`src/rtl/fir_coef_streamer.sv`:
```
// fir_coef_streamer
//
// Coefficient-load transmitter for the 7-tap FIR filters. Holds two
// host-programmable coefficient banks. On command it streams one bank as a
// framed burst on the writeen / coef_val / tlast load interface. An abort
// sends a single zero beat with tlast, so the receiver throws away the partial
// load and resynchronises its index.
//
// Handshake: a beat transfers on a rising clk edge where writeen && coef_ready.
// While writeen is high and coef_ready is low, coef_val and tlast hold.
// writeen never drops before its beat has transferred, except on reset.
//
// Ports
//   clk, rst        clock; asynchronous active-high reset
//   cfg_we          host write strobe, one coefficient per cycle
//   cfg_bank        bank select for the host write
//   cfg_addr        tap index for the host write (0..NTAPS-1)
//   cfg_data        coefficient value for the host write
//   cfg_err         one-cycle pulse in the cycle after a rejected write
//   start           request to stream a bank (level sampled in IDLE)
//   start_bank      bank to stream, captured with start
//   abort           terminate the current stream (honoured in SEND only)
//   coef_ready      consumer can accept a beat
//   writeen         beat valid
//   coef_val        beat data
//   tlast           final beat of the frame
//   busy            streamer is not idle
//   done            one-cycle pulse after a complete frame
//   aborted         one-cycle pulse after a terminating frame
//   dbg_state       current FSM state, for checkers
module fir_coef_streamer #(
    parameter int NTAPS = 7,
    parameter int DW    = 8
) (
    input  logic          clk,
    input  logic          rst,
    input  logic          cfg_we,
    input  logic          cfg_bank,
    input  logic [2:0]    cfg_addr,
    input  logic [DW-1:0] cfg_data,
    output logic          cfg_err,
    input  logic          start,
    input  logic          start_bank,
    input  logic          abort,
    input  logic          coef_ready,
    output logic          writeen,
    output logic [DW-1:0] coef_val,
    output logic          tlast,
    output logic          busy,
    output logic          done,
    output logic          aborted,
    output logic [1:0]    dbg_state
);

    localparam int IW = (NTAPS > 1) ? $clog2(NTAPS) : 1;

    localparam logic [1:0] S_IDLE = 2'd0;
    localparam logic [1:0] S_SEND = 2'd1;
    localparam logic [1:0] S_TERM = 2'd2;
    localparam logic [1:0] S_DONE = 2'd3;

    logic [1:0]    r_state;
    logic          r_bank;
    logic [IW-1:0] r_idx;
    logic [DW-1:0] r_mem [2][NTAPS];
    logic          r_writeen;
    logic [DW-1:0] r_coef_val;
    logic          r_tlast;
    logic          r_busy;
    logic          r_done;
    logic          r_aborted;
    logic          r_cfg_err;

    logic          w_addr_ok;
    logic          w_streaming;
    logic          w_wr_ok;
    logic          w_wr_err;
    logic [IW-1:0] w_next_idx;
    logic [DW-1:0] w_first_val;

    assign w_addr_ok   = int'({1'b0, cfg_addr}) < NTAPS;
    // The active bank is locked only while beats are being emitted.
    assign w_streaming = (r_state == S_SEND) || (r_state == S_TERM);
    assign w_wr_ok     = cfg_we && w_addr_ok && !(w_streaming && (cfg_bank == r_bank));
    assign w_wr_err    = cfg_we && !w_wr_ok;
    assign w_next_idx  = r_idx + IW'(1);

    // A write landing in the start cycle must be seen by the first beat, so
    // forward it around the storage register.
    assign w_first_val = (w_wr_ok && (cfg_bank == start_bank) && (cfg_addr == 3'd0))
                         ? cfg_data : r_mem[start_bank][0];

    always_ff @(posedge clk or posedge rst) begin
        if (rst) begin
            for (int b = 0; b < 2; b++) begin
                for (int t = 0; t < NTAPS; t++) begin
                    r_mem[b][t] <= '0;
                end
            end
        end else if (w_wr_ok) begin
            r_mem[cfg_bank][cfg_addr] <= cfg_data;
        end
    end

    always_ff @(posedge clk or posedge rst) begin
        if (rst) begin
            r_state    <= S_IDLE;
            r_bank     <= 1'b0;
            r_idx      <= '0;
            r_writeen  <= 1'b0;
            r_coef_val <= '0;
            r_tlast    <= 1'b0;
            r_busy     <= 1'b0;
            r_done     <= 1'b0;
            r_aborted  <= 1'b0;
            r_cfg_err  <= 1'b0;
        end else begin
            r_cfg_err <= w_wr_err;
            r_done    <= 1'b0;
            r_aborted <= 1'b0;
            case (r_state)
                S_IDLE: begin
                    if (start) begin
                        r_state    <= S_SEND;
                        r_bank     <= start_bank;
                        r_idx      <= '0;
                        r_writeen  <= 1'b1;
                        r_coef_val <= w_first_val;
                        r_tlast    <= 1'b0;
                        r_busy     <= 1'b1;
                    end
                end
                S_SEND: begin
                    // Abort wins over a transfer in the same cycle; the
                    // presented beat is replaced by the terminating beat.
                    if (abort) begin
                        r_state    <= S_TERM;
                        r_coef_val <= '0;
                        r_tlast    <= 1'b1;
                    end else if (coef_ready) begin
                        if (r_tlast) begin
                            r_state    <= S_DONE;
                            r_writeen  <= 1'b0;
                            r_tlast    <= 1'b0;
                            r_coef_val <= '0;
                            r_done     <= 1'b1;
                        end else begin
                            r_idx      <= w_next_idx;
                            r_coef_val <= r_mem[r_bank][w_next_idx];
                            r_tlast    <= (w_next_idx == IW'(NTAPS - 1));
                        end
                    end
                end
                S_TERM: begin
                    if (coef_ready) begin
                        r_state   <= S_IDLE;
                        r_writeen <= 1'b0;
                        r_tlast   <= 1'b0;
                        r_busy    <= 1'b0;
                        r_aborted <= 1'b1;
                    end
                end
                S_DONE: begin
                    r_state <= S_IDLE;
                    r_busy  <= 1'b0;
                end
                default: begin
                    r_state <= S_IDLE;
                end
            endcase
        end
    end

    assign writeen   = r_writeen;
    assign coef_val  = r_coef_val;
    assign tlast     = r_tlast;
    assign busy      = r_busy;
    assign done      = r_done;
    assign aborted   = r_aborted;
    assign cfg_err   = r_cfg_err;
    assign dbg_state = r_state;

endmodule

```
`config.mk`:
```
export PLATFORM = sky130hd
export DESIGN_NAME = fir_coef_streamer
export DESIGN_NICKNAME = d
export VERILOG_FILES = /design/src/rtl/fir_coef_streamer.sv
export SDC_FILE = /design/constraint.sdc
export NUM_CORES = 1
export LEC_CHECK = 0
export ABC_CLOCK_PERIOD_IN_PS = 5470
export CAP_MARGIN = 10
export CORE_UTILIZATION = 30
export CTS_CLUSTER_SIZE = 28
export DETAILED_ROUTE_END_ITERATION = 6
export PLACE_DENSITY = 0.44
export SLEW_MARGIN = 10
export SYNTH_ARGS = -nofsm -noshare
export SYNTH_HDL_FRONTEND = slang
export SYNTH_SLANG_ARGS = --single-unit
```
`constraint.sdc`:
```
create_clock -name clk -period 5.47 [get_ports clk]
set_clock_uncertainty 0.1 [all_clocks]
set_input_delay 0.8205 -clock clk [delete_from_list [all_inputs] [get_ports clk]]
set_output_delay 0.8205 -clock clk [all_outputs]
set_load 0.02 [all_outputs]
```
==> Word-level counts from Yosys, hierarchy flattened <==
Cells that the tools add are included.
{ "classes": {"eq_ne": 14, "n_lt_le_gt_ge": 8, "add_sub_neg": 1, "n_reduce_logical": 23, "bitwise_logic": 5, "muxes": 49} }
{ "op_table": {"columns": ["cell", "count"], "rows": [
  ["56-bit two-way mux", 7],
  ["112-bit bitwise mux", 1],
  ["8-bit two-way mux", 8],
  ["56-bit demux with 1-bit select", 1],
  ["8-bit binary-select mux with 3-bit select", 1],
  ["8-bit demux with 3-bit select", 1],
  ["8-bit case mux with 2 select lines", 1],
  ["1-bit two-way mux", 15],
  ["3-bit two-way mux", 4],
  ["2-bit != test (second input constant)", 6],
  ["2-bit two-way mux", 5],
  ["1-bit case mux with 3 select lines", 3],
  ["4-bit greater-or-equal comparator (second input constant)", 2],
  ["1-bit logical AND", 8],
  ["3-bit NOT with 4-bit output", 2],
  ["2-bit case mux with 4 select lines", 1],
  ["4-bit AND reduction", 2],
  ["2-bit greater-or-equal comparator (second input constant)", 3],
  ["3-bit != test (second input constant)", 2],
  ["1-bit NOT with 2-bit output", 3],
  ["3-bit case mux with 2 select lines", 1],
  ["3-bit AND reduction", 2],
  ["6-bit AND reduction", 1],
  ["3-bit nonzero test", 2],
  ["15 further kinds", 18]
]} }
{ "word_totals": {"register_bits": 132, "out_inout_bits": 16, "wordCells": 124, "input_bits": 19} }

==> Depth between registers and ports, before layout <==
{ "depth": {"depth_word": 11, "ltp_mapped": 9, "mapped_depth_nobuf": 7} }

==> Least setup slack after synthesis <==
Ideal clock, no wire load.
{ "synth_path": {"path_kind": "input-to-reg", "start": "input port cfg_bank", "end": "register r_mem[24] (netlist name)", "t_required_ns": 5.245, "path_buffers": 1, "setup_slack_ns": 2.955, "stages": 6, "t_arrival_ns": 2.290, "path_cell_list": "buf_4 > xnor2_1 > a21boi_2 > nand3_1 > nor3b_4 > mux2_2"} }
{ "synth_between": {"elab_chain_len": 6, "elab_cells_between_ends": 11} }
{ "synth_rtl": {"columns": ["element", "line_no", "text"], "rows": [
  ["start, declared", "38", "input logic cfg_bank,"],
  ["1-bit NOT with 2-bit output (implied by the code)", "101", "r_mem[cfg_bank][cfg_addr] <= cfg_data;"],
  ["2-bit greater-or-equal comparator (implied by the code) / 2-bit by 1-bit < comparator with 1-bit output (equally long branches)", "101", null],
  ["1-bit logical AND (implied by the code)", "101", null],
  ["56-bit two-way mux (implied by the code)", "101", null],
  ["56-bit demux with 1-bit select", "101", null],
  ["112-bit bitwise mux", "101", null],
  ["end signal, assigned by index", "101", null],
  ["end, declared", "65", "logic [DW-1:0] r_mem [2][NTAPS];"]
]} }
Several ways; a longest one is shown, not always the timed one.
A chain may end at the register's enable or synchronous reset.

==> Final worst setup path <==
{ "layout_path": {"start": "input port cfg_bank", "end": "register r_mem[30] (netlist name)"} }
The elaborated chain is that of the path after synthesis.

==> out/results.txt <==
CTS H-tree depth: 4
GRT overflow: 0
area fraction of the dominant cell type after synthesis: 0.519
Tmin final: 3.11 ns
fmax: 321 MHz
mapped cell area: 6370 um^2
Syn. warnings: 0
clock latency on the worst-skew pair: 0.41 ns
RSZ-0062 raised after global routing: no
Final Setup Violations: 0
Residual DRC: 0
dpl cell area: 6950 um^2
post-synthesis simple-gate area fraction: 0.0607
Initial DRC Count: 183
kind of end point of the critical path: flip-flop
power per cell area: 587 nW/um^2
Chip Width: 148 um
core area: 20500 um^2
WP data required: 5.66 ns
Num CTS Buffers: 17
crit start category: input pin
Vias/cell: 5.21
Post-Syn Nets: 492
CP max FO: 10
Seq cells post-synth: 132
Post-CTS Setup Repair Bufs: 0
Layout area overhead: 19.9%
Initial Util: 0.311
GR Util All Layers: 0.158
Post-CTS Hold Fix Bufs: 0
Resized cells post-CTS: 0
XOR/XNOR share of the synthesized area: 0.00413
layout cell share with drive strength beyond 1: 0.386
post-route ant nets: 0
adder-cell share of the synthesized area: 0.0118
input/output buffers: 34
slew margin rel.: 0.374
clock sink count: 132
Die Y: 148 um
part of the cycle the worst path needs: 0.569
LEAKAGE: 3.17 nW
Hold/Removal Path Class: reg2reg
VDD IR max: 231 uV
Max Buffers Root-to-Sink: 2
Util after Layout: 0.373
area of the die: 21800 um^2
clk slew on worst S/H paths: 0.05 ns
Final Slew Violations: 0
Arrival @ worst endpoint: 3.31 ns
Max-Cap Viols: 0
Synth area leaders: dfrtp_1 52%, mux2_2 24%, mux4_2 6.0%
status: completed
vias in the first global route: 4319
area leader, netlist: dfrtp_1
post-synthesis async set-or-reset flop share: 1.00
cell chosen for the clock root: clkbuf_16
TNS Setup: 0 ns
antenna violations before repair: 0
largest net degree at the start of global routing: 101
total wire length: 16.0 mm
GPL Wtd Cong: 0.737
CTS tree: built
syn_area_per_cell: 13.6 um^2
num rows: 52
Top-Level Pins: 35
measured slew at the worst slew-check pin: 0.938 ns
Fin. Hold Viols: 0
Distinct cells, synth: 46
hpwl dp: 10.2 mm
EDFF count, synth: 0
per-cell routed wire length: 20.6 um
first-pass GRT wire length: 25.4 mm
Synth Area in Compound Gates: 0.0680
design area: 7640 um^2
mux cell area share after synthesis: 0.313
synthesized netlist cell count: 467
class of the most critical setup path: in2reg
largest family of logic cells by synthesized area: multiplexers
TritonRoute pass-1 iters: 4
DR vias: 4036
number of diodes: 0
register area share after synthesis: 0.519
ys flop type: dfrtp_1
Hold WS: 0.401 ns
NumNets Final: 517
worst max-delay path: stages:
cell and delay [ns]:
clkdlybuf4s50_1 0.75, xnor2_1 0.16, a21boi_2 0.34, nand3_1 0.24, nor3b_4 0.59, mux2_2 0.40
cells by family after synthesis:
group	Yosys count
DFF	132
adders and majority gates	6
and+or+nand+nor	69
buffers and inverters	37
AOI/OAI and AO/OA	59
xor gates and xnor gates	3
muxes	161
where the power goes:
group	switching, W	internal [W]
clock network	0.000414	0.000923
registers	0.000291	0.00143
logic	0.000635	0.000789
cell type report:
class	instances	area (um^2)
clock buffer	22	464
clock inverter	10	225
fill	1959	12900
inverter	6	27.5
multi-input combinational	298	2910
sequential	132	3310
tap	270	338
timing repair buffer	37	363
layout by cell type (no fill, tap or decap), types with 6 or more instances in the layout:
cell type,synthesis,routed
a22oi_1,6,6
a31oi_1,15,15
bufinv_16,0,7
clkbuf_16,0,17
clkdlybuf4s50_1,0,34
dfrtp_1,132,130
ha_1,6,6
mux2_2,135,135
mux2i_1,9,9
mux4_2,17,17
nand2_1,28,28
nand3_1,6,6
nor2b_1,6,6
o211ai_1,9,9
o221ai_1,8,8
metal layers:
metal	wire length, um	global-route usage	up-vias
met5	0	0	-
met4	224	0.0500	0
met3	575	0.0373	17
met2	7650	0.253	77
met1	7530	0.212	2148
li1	-	-	1794
worst paths after layout:
| path | startpoint | endpoint | slack [ns] | depth (start not counted) |
|---|---|---|---|---|
| worst max-delay path | cfg_bank | r_mem[30] | 2.36 | 6 |
| worst min-delay path | r_mem[13] | r_mem[13] | 0.40 | 1 |
| worst max register to register | r_idx[0] | coef_val[2] | 2.48 | 7 |
| worst min register to register | r_mem[13] | r_mem[13] | 0.40 | 1 |
| max in group asynchronous | rst | r_bank | 3.30 | 3 |
| min in group asynchronous | rst | r_mem[79] | 0.87 | 2 |
cells in the mapped netlist, drive strengths merged (7+ instances only):
cell type / number
clkbuf: 17
o221ai: 8
mux2i: 9
buf: 14
mux4: 17
mux2: 135
nand2: 28
nand3: 7
a31oi: 15
dfrtp: 132
o211ai: 9
sequential cells by signal (all words and copies together) (netlist names), 2 cells and up:
name,count
r_idx,3
r_mem,112
dbg_state,2
coef_val,8
through the flow:
stage	setup slack, ns	total power, W	instances
after detailed placement	1.95	0.00317	743
after global routing	2.19	0.00476	775
after floorplan	1.02	0.00275	467
final	2.36	0.00449	775
after CTS	2.38	0.00453	775
after global placement	2.01	0.00313	743
No activity file was read; power rests on OpenSTA's default activity.
